[config.mk]
export PLATFORM = sky130hd
export DESIGN_NAME = ps2_key_input
export DESIGN_NICKNAME = d
export VERILOG_FILES = /design/src/rtl/ps2_key_input.sv
export SDC_FILE = /design/constraint.sdc
export NUM_CORES = 1
export LEC_CHECK = 0
export BUFFER_PORTS_ARGS = -buffer_cell sky130_fd_sc_hd__buf_2
export CAP_MARGIN = 20
export CORE_UTILIZATION = 45
export DETAILED_ROUTE_END_ITERATION = 10
export PLACE_DENSITY_LB_ADDON = 0.05
export SYNTH_ARGS = -nofsm -noshare
export SYNTH_HDL_FRONTEND = slang
export SYNTH_SLANG_ARGS = --single-unit
[constraint.sdc]
create_clock -name clk -period 2.05 [get_ports clk]
set_input_delay 0.41 -clock clk [delete_from_list [all_inputs] [get_ports clk]]
set_output_delay 0.41 -clock clk [all_outputs]
set_load 0.05 [all_outputs]
[src/rtl/ps2_key_input.sv]
`timescale 1ns/1ps
// ps2_key_input: PS/2 keyboard frame receiver that turns key make/break codes into held
//   left/right/jump levels.
// Latency: key_valid and the updated levels appear FILTER_LEN+3 clk cycles after the raw
//   stop-bit falling edge.
// Backpressure: none. The keyboard cannot be stalled, so every decoded byte is presented
//   as a one-cycle pulse.
//
// Ports:
//   clk, rst              system clock, synchronous active-high reset
//   ps2_clk, ps2_data     raw asynchronous PS/2 lines (idle high)
//   left, right, jump     held key levels for the world block
//   scan_code, key_valid  last valid byte and its one-cycle strobe
//   frame_err             one-cycle pulse on a start, parity, stop or timeout error
//
// Optional feature macro: KEY_WASD_EN adds the letter keys A/D/W as second sources for
// left/right/jump.
module ps2_key_input #(
  parameter int FILTER_LEN = 8,
  parameter int TIMEOUT    = 100000,
  parameter int TO_W       = 17
) (
  input  logic       clk,
  input  logic       rst,
  input  logic       ps2_clk,
  input  logic       ps2_data,
  output logic       left,
  output logic       right,
  output logic       jump,
  output logic [7:0] scan_code,
  output logic       key_valid,
  output logic       frame_err
);

  typedef enum logic [1:0] {IDLE, DATA, PARITY, STOP} state_t;

  state_t state, state_nxt;

  logic                  clk_s1, clk_s2, dat_s1, dat_s2;
  logic [FILTER_LEN-1:0] filt_shift, filt_next;
  logic                  filt_clk, filt_prev, fall;

  logic [2:0]      bitcnt, bitcnt_nxt;
  logic [7:0]      shreg, shreg_nxt;
  logic            par_bit, par_nxt;
  logic [TO_W-1:0] to_cnt;
  logic            timeout_hit;
  logic            frame_ok, frame_bad;

  logic       brk, ext;
  // Hold bits are ordered {jump, right, left}. Source A holds the arrow keys and space.
  logic [2:0] hold_a, map_a;
`ifdef KEY_WASD_EN
  logic [2:0] hold_b, map_b;
`endif

  // The filter looks at the incoming sample together with the stored history. The filtered
  // level therefore flips on the same edge that completes FILTER_LEN equal samples.
  assign filt_next = {filt_shift[FILTER_LEN-2:0], clk_s2};
  assign fall      = filt_prev & ~filt_clk;

  // A real falling edge wins over an expiring timeout in the same cycle.
  assign timeout_hit = (state != IDLE) && !fall && (to_cnt == TO_W'(TIMEOUT - 1));

  // Frame FSM: next-state logic and end-of-frame classification.
  always_comb begin
    state_nxt  = state;
    bitcnt_nxt = bitcnt;
    shreg_nxt  = shreg;
    par_nxt    = par_bit;
    frame_ok   = 1'b0;
    frame_bad  = 1'b0;
    if (timeout_hit) begin
      state_nxt = IDLE;
      frame_bad = 1'b1;
    end else if (fall) begin
      case (state)
        IDLE: begin
          if (!dat_s2) begin
            state_nxt  = DATA;
            bitcnt_nxt = 3'd0;
          end else begin
            frame_bad = 1'b1;
          end
        end
        DATA: begin
          shreg_nxt  = {dat_s2, shreg[7:1]};
          bitcnt_nxt = bitcnt + 3'd1;
          if (bitcnt == 3'd7) state_nxt = PARITY;
        end
        PARITY: begin
          par_nxt   = dat_s2;
          state_nxt = STOP;
        end
        STOP: begin
          state_nxt = IDLE;
          if (dat_s2 && (^{shreg, par_bit})) frame_ok  = 1'b1;
          else                               frame_bad = 1'b1;
        end
        default: state_nxt = IDLE;
      endcase
    end
  end

  // Key map for the completed byte, qualified by the extended prefix.
  always_comb begin
    map_a = 3'b000;
`ifdef KEY_WASD_EN
    map_b = 3'b000;
`endif
    if (ext) begin
      case (shreg)
        8'h6B:   map_a = 3'b001;
        8'h74:   map_a = 3'b010;
        8'h75:   map_a = 3'b100;
        default: map_a = 3'b000;
      endcase
    end else begin
      case (shreg)
        8'h29:   map_a = 3'b100;
`ifdef KEY_WASD_EN
        8'h1C:   map_b = 3'b001;
        8'h23:   map_b = 3'b010;
        8'h1D:   map_b = 3'b100;
`endif
        default: map_a = 3'b000;
      endcase
    end
  end

  always_ff @(posedge clk) begin
    if (rst) begin
      clk_s1     <= 1'b1;
      clk_s2     <= 1'b1;
      dat_s1     <= 1'b1;
      dat_s2     <= 1'b1;
      filt_shift <= '1;
      filt_clk   <= 1'b1;
      filt_prev  <= 1'b1;
      state      <= IDLE;
      bitcnt     <= 3'd0;
      shreg      <= 8'h00;
      par_bit    <= 1'b0;
      to_cnt     <= '0;
      key_valid  <= 1'b0;
      frame_err  <= 1'b0;
      scan_code  <= 8'h00;
      brk        <= 1'b0;
      ext        <= 1'b0;
      hold_a     <= 3'b000;
`ifdef KEY_WASD_EN
      hold_b     <= 3'b000;
`endif
    end else begin
      clk_s1     <= ps2_clk;
      clk_s2     <= clk_s1;
      dat_s1     <= ps2_data;
      dat_s2     <= dat_s1;
      filt_shift <= filt_next;
      if (&filt_next)       filt_clk <= 1'b1;
      else if (~|filt_next) filt_clk <= 1'b0;
      filt_prev  <= filt_clk;

      state   <= state_nxt;
      bitcnt  <= bitcnt_nxt;
      shreg   <= shreg_nxt;
      par_bit <= par_nxt;

      if (fall || timeout_hit || state == IDLE) to_cnt <= '0;
      else                                      to_cnt <= to_cnt + TO_W'(1);

      key_valid <= frame_ok;
      frame_err <= frame_bad;

      // A timed-out frame may have split a prefix from its code, so the pending
      // prefixes are dropped. The held levels are left alone.
      if (timeout_hit) begin
        brk <= 1'b0;
        ext <= 1'b0;
      end

      if (frame_ok) begin
        scan_code <= shreg;
        if (shreg == 8'hE0) begin
          ext <= 1'b1;
        end else if (shreg == 8'hF0) begin
          brk <= 1'b1;
        end else begin
          hold_a <= (hold_a & ~map_a) | (brk ? 3'b000 : map_a);
`ifdef KEY_WASD_EN
          hold_b <= (hold_b & ~map_b) | (brk ? 3'b000 : map_b);
`endif
          brk <= 1'b0;
          ext <= 1'b0;
        end
      end
    end
  end

`ifdef KEY_WASD_EN
  // Each game control is held while either its arrow/space source or its letter source is held.
  assign {jump, right, left} = hold_a | hold_b;
`else
  assign {jump, right, left} = hold_a;
`endif

endmodule

# ---- Word level (Yosys, flattened, before mapping)
# Cells that the tools add are included.
dict set report word_totals {
  reg_bits 59
  latchBits 0
  ram_bits 0
  romBits 0
  output_inout_bits 13
  mem_count 0
}
dict set report classes {
  n_addsub 2
  n_mul 0
  div 0
  magnitude_cmp 0
  eq_ne 13
  shift 0
  muxes 26
  n_bitwise 8
  n_reduce_logical 20
}
# operator count
set ops {}
lappend ops {{equality test 8 x 7 -> 1 bit, second input constant} 3}
lappend ops {{adder 17 x 1 -> 17 bit, second input constant} 1}
lappend ops {{equality test 17 bit, second input constant} 1}
lappend ops {{equality test 8 bit, second input constant} 2}
lappend ops {{two-way mux 1 bit} 16}
lappend ops {{two-way mux 3 bit} 4}
lappend ops {{AND reduction 3 bit} 4}
lappend ops {{case mux 3 bit (3 select lines)} 1}
lappend ops {{XOR reduction 9 bit} 1}
lappend ops {{equality test 8 x 6 -> 1 bit, second input constant} 1}
lappend ops {{case mux 2 bit (4 select lines)} 1}
lappend ops {{AND reduction 8 bit} 1}
lappend ops {{OR reduction 8 bit} 1}
lappend ops {{case mux 3 bit (2 select lines)} 1}
lappend ops {{OR reduction 2 bit} 3}
lappend ops {{equality test 2 bit, second input constant} 2}
lappend ops {{two-way mux 2 bit} 2}
lappend ops {{inequality test 2 bit, second input constant} 2}
lappend ops {{inverter 1 bit} 4}
lappend ops {{AND reduction 4 bit} 1}
lappend ops {{nonzero test 2 bit} 2}
lappend ops {{adder 3 x 1 -> 3 bit, second input constant} 1}
lappend ops {{AND 3 bit} 1}
lappend ops {{equality test 3 bit, second input constant} 1}
lappend ops {{9 further kinds} 12}

# ---- Logic depth before layout (Yosys ltp)
dict set report logic_depth {
  depth_word 9
  ltp_mapped 8
  mapped_depth_nobuf 7
}

# ---- Least setup slack after synthesis
# No wires, ideal clock.
dict set report synth_timing {
  kind {register -> register}
  start {reg shreg[1]}
  end {reg with a tool-made name}
  arrival_ns 1.642
  slack_ns 0.288
  stages_incl_launch_ff 7
  synth_period_minus_slack_ns 1.762
  path_cell_list {dfxtp_1 -> buf_6 -> xnor2_1 -> xnor3_2 -> mux2_4 -> a31oi_1 -> nor3b_2}
}
# item line_no
set synth_lines {}
lappend synth_lines {{start: declaration} 44} ;# logic [7:0] shreg, shreg_nxt;
lappend synth_lines {{start signal: assignment} 166} ;# shreg <= shreg_nxt;

# ---- Final worst setup path
dict set report layout_timing {
  start {reg shreg[2]}
  end {reg scan_code[2]}
}
dict set report layout_via {
  elab_chain_len 6
}
# item line_no
set layout_rtl {}
lappend layout_rtl {{XOR reduction 9 bit} 97} ;# if (dat_s2 && (^{shreg, par_bit})) frame_ok = 1'b1;
lappend layout_rtl {{logical AND 1 bit} 97}
lappend layout_rtl {{two-way mux 1 bit} 97}
lappend layout_rtl {{two-way mux 1 bit} 77} ;# case (state)
lappend layout_rtl {{two-way mux 1 bit} 76} ;# end else if (fall) begin
lappend layout_rtl {{two-way mux 1 bit} 73} ;# if (timeout_hit) begin
lappend layout_rtl {{end signal: assignment} 183} ;# scan_code <= shreg;
lappend layout_rtl {{end: declaration} 30} ;# output logic [7:0] scan_code,
# Parallel ways exist; a longest one is shown, timed or not.
# A chain may end at the register's enable or synchronous reset.

==> impl_metrics.ini <==
[finish]
drive_above_1_share_pct = 26.5
design_area_um2 = 2960
nets = 317
area_growth_pct = 14.7
seq_area_um2 = 1180
num_antenna_cells = 0
multiInputGateArea_um2 = 1300
fill_cells = 513

[synth]
ys_ff_latch = 59
ys_warn_count = 0
synth_cells = 276
async_flop_share_pct = 0
synth_nets = 288
synth_edf_count = 0
ys_types = 48
synth_flop_cell = dfxtp_1
netlist_area_um2 = 2580
yosysSeqAreaShare_pct = 45.8
syn_avg_cell_area_um2 = 9.35

[detailed_routing]
dr_total_vias = 1923
firstDrtPassIters = 5
vias_per_cell = 5.03
wirelength_mm = 4.97
drc = 0
wire_per_inst_um = 13.0
detail-route-antenna-nets = 0
drt_iter0_markers = 82

[critical_path]
crit_type = register to register
cp_cell_sequence = xnor2_1 -> xnor3_2 -> mux2i_1 -> buf_4 -> nand2_2 -> a21oi_2
crit_required_ps = 2310
critPathMaxFanout = 9
worst-r2r-setup-slack_ps = 150
worst-path-buf-inv = 1
reg2reg_depth = 6
start_kind = register
crit_family = XOR/XNOR gates
cp.arrival_ps = 2170
worstSetupStartpoint = shreg[2]
end_kind = register
cp_slowest_cell = xnor3_2
cpPeakStageDelay_ps = 500
r2r-end = scan_code[2]
r2r-start = shreg[2]

[global_routing]
grt_pass1_wl_mm = 8.89
grt_busiest_layer = met2
grt_max_degree = 23
grt_pass1_vias = 1893
antenna_found_initial = 0
grt_overflow = 0
use_met3_pct = 5.65
globalRouteMet2Util_pct = 28.1
track_usage_pct = 19.0
use_met1_pct = 25.7

[floorplanning]
fp.dieArea_um2 = 6040
io_pins = 17
die_h_um = 77.7
start_util_pct = 46.9
num_rows = 27
die-width_um = 77.7
fp.coreArea_um2 = 5510

[sta]
fin_crit_ps = 1900
skew_ps = 9.17
drv_slew = 0
maxSlewHeadroom_pct = 59.9
clock.fmax_mhz = 526
fin_crit_sh_pct = 92.8
hold_viol_final = 0
finalSetupViolations = 0
setup_tns_ps = 0
fin_hold_ws_ps = 261
tightest_slew_ps = 596
rsz0062_at_grt = no

[clock_network]
post_cts_buffers = 0
clock-root-buffer = clkbuf_8
clock-sinks = 59
cts_max_level = 3
ctsHoldBuffers = 0
clkTransAtPathRegs_ps = 70
ctsResizeCount = 0
cts_buffers = 9
cts_tree = yes
clk_path_buf_depth = 2
clk_latency_ps = 330

[power]
seqPwrFrac_pct = 54.1
cellLeakagePower_nw = 1.08
clockPowerShare_pct = 44.7
swShare_pct = 22.2
share_comb_of_total_power_pct = 1.2
power_density_nw_per_um2 = 720
netSwitchingPower_mw = 0.472
power.total_mw = 2.13
internal_power_mw = 1.66
max-vdd-ir-drop_mv = 0.337

[placement]
placed_area_um2 = 2780
dpl.hpwl_mm = 3.43
portBuffers = 16
gp_congestion = 0.809

[worst_hold_path]
hold_path.class = input pin to register
hold_end = dat_s1
hold-path-cell-count = 2
hold_path.startpoint = ps2_data

[run_status]
status = completed

[run]
drv_cap = 0
placed cells by master (no fill, tap or decap), types with 3 or more instances in the layout:
master	count
a21oi_1	11
or2_2	13
clkbuf_8	11
xor2_1	11
xnor2_1	7
nor2_1	28
dfxtp_1	59
buf_2	16
nand4_1	8
nor3_1	4
a311oi_1	3
a31oi_1	3
nand3_1	17
a21oi_2	8
nand2_1	30
inv_1	7
buf_4	14
ha_1	8
nor2b_1	3
nand2_2	8
o21ai_0	3
registers in the layout, indices dropped and copies added, names as in the netlist, 2 cells and up, named ones only:
| signal | flops |
|---|---|
| to_cnt | 17 |
| scan_code | 8 |
| bitcnt | 3 |
| shreg | 8 |
| state | 2 |
| filt_shift | 7 |
worst max path at each step:
stage / to / slack, ps / depth (start not counted)
2_1_floorplan: register / 290 / 6
3_3_place_gp: frame_err / 220 / 6
3_5_place_dp: scan_code[7] / 160 / 6
4_1_cts: scan_code[0] / 150 / 6
5_1_grt: scan_code[3] / 3 / 6
6_report: scan_code[2] / 150 / 6
per-stage QoR:
step / std cells / setup slack [ps] / utilization, %
3_5_place_dp: 366 / 162 / 50.5
4_1_cts: 382 / 152 / 53.8
5_1_grt: 382 / 2.78 / 53.8
2_1_floorplan: 276 / 288 / -
6_report: 382 / 147 / 53.8
3_3_place_gp: 366 / 217 / 50.5
synthesized netlist by cell type, drive strengths merged (2+ instances only):
master | count | area, µm²
o21ai | 3 | 15.0
and3 | 2 | 12.5
clkbuf | 6 | 22.5
nor4 | 2 | 12.5
xor2 | 12 | 113
mux2i | 2 | 20.0
a21oi | 19 | 125
a31oi | 3 | 18.8
buf | 6 | 52.5
nor2 | 28 | 105
ha | 8 | 100
or2 | 13 | 81.3
nor4bb | 2 | 20.0
xnor2 | 7 | 61.3
and4 | 2 | 17.5
inv | 7 | 26.3
nand3 | 17 | 85.1
nand2 | 38 | 163
a22oi | 2 | 15.0
dfxtp | 59 | 1180
nand4 | 8 | 50.1
nor3 | 4 | 20.0
nor4b | 2 | 17.5
mux2 | 2 | 26.3
nor2b | 3 | 18.8
a311oi | 3 | 26.3
final cells by class:
| type | count | share of cell area [%] |
|---|---|---|
| Sequential cell | 59 | 39.9 |
| Timing Repair Buffer | 30 | 6.25 |
| Tap cell | 72 | 3.04 |
| Multi-Input combinational cell | 198 | 43.9 |
| Clock inverter | 4 | 0.845 |
| Clock buffer | 12 | 5.24 |
| Inverter | 7 | 0.887 |
metal layers:
layer | wire length [µm] | vias to the layer above
met5 | 0 | -
met4 | 51 | 0
met3 | 155 | 8
met2 | 2180 | 32
met1 | 2580 | 876
li1 | - | 1007
cells by family (layout without fill, tap and decap cells):
family | count (synthesis) | in the layout | share of synthesized area, %
adders and majority gates | 8 | 8 | 3.88
buffers and inverters | 19 | 53 | 3.93
xor gates and xnor gates | 21 | 21 | 8.63
muxes | 4 | 4 | 1.79
and+or+nand+nor | 128 | 128 | 25.8
AOI/OAI and AO/OA | 37 | 37 | 10.2
DFF | 59 | 59 | 45.8
power by group through the flow:
stage	Combinational, mW	Sequential, mW	Clock [mW]
after global placement	0.0268	1.18	0
after CTS	0.0264	1.15	0.984
after detailed placement	0.0264	1.18	0
after floorplan	0.0193	1.18	0
final	0.0252	1.15	0.953
after global routing	0.0288	1.15	1.05
Note: power is estimated with default switching activity, not from simulation.
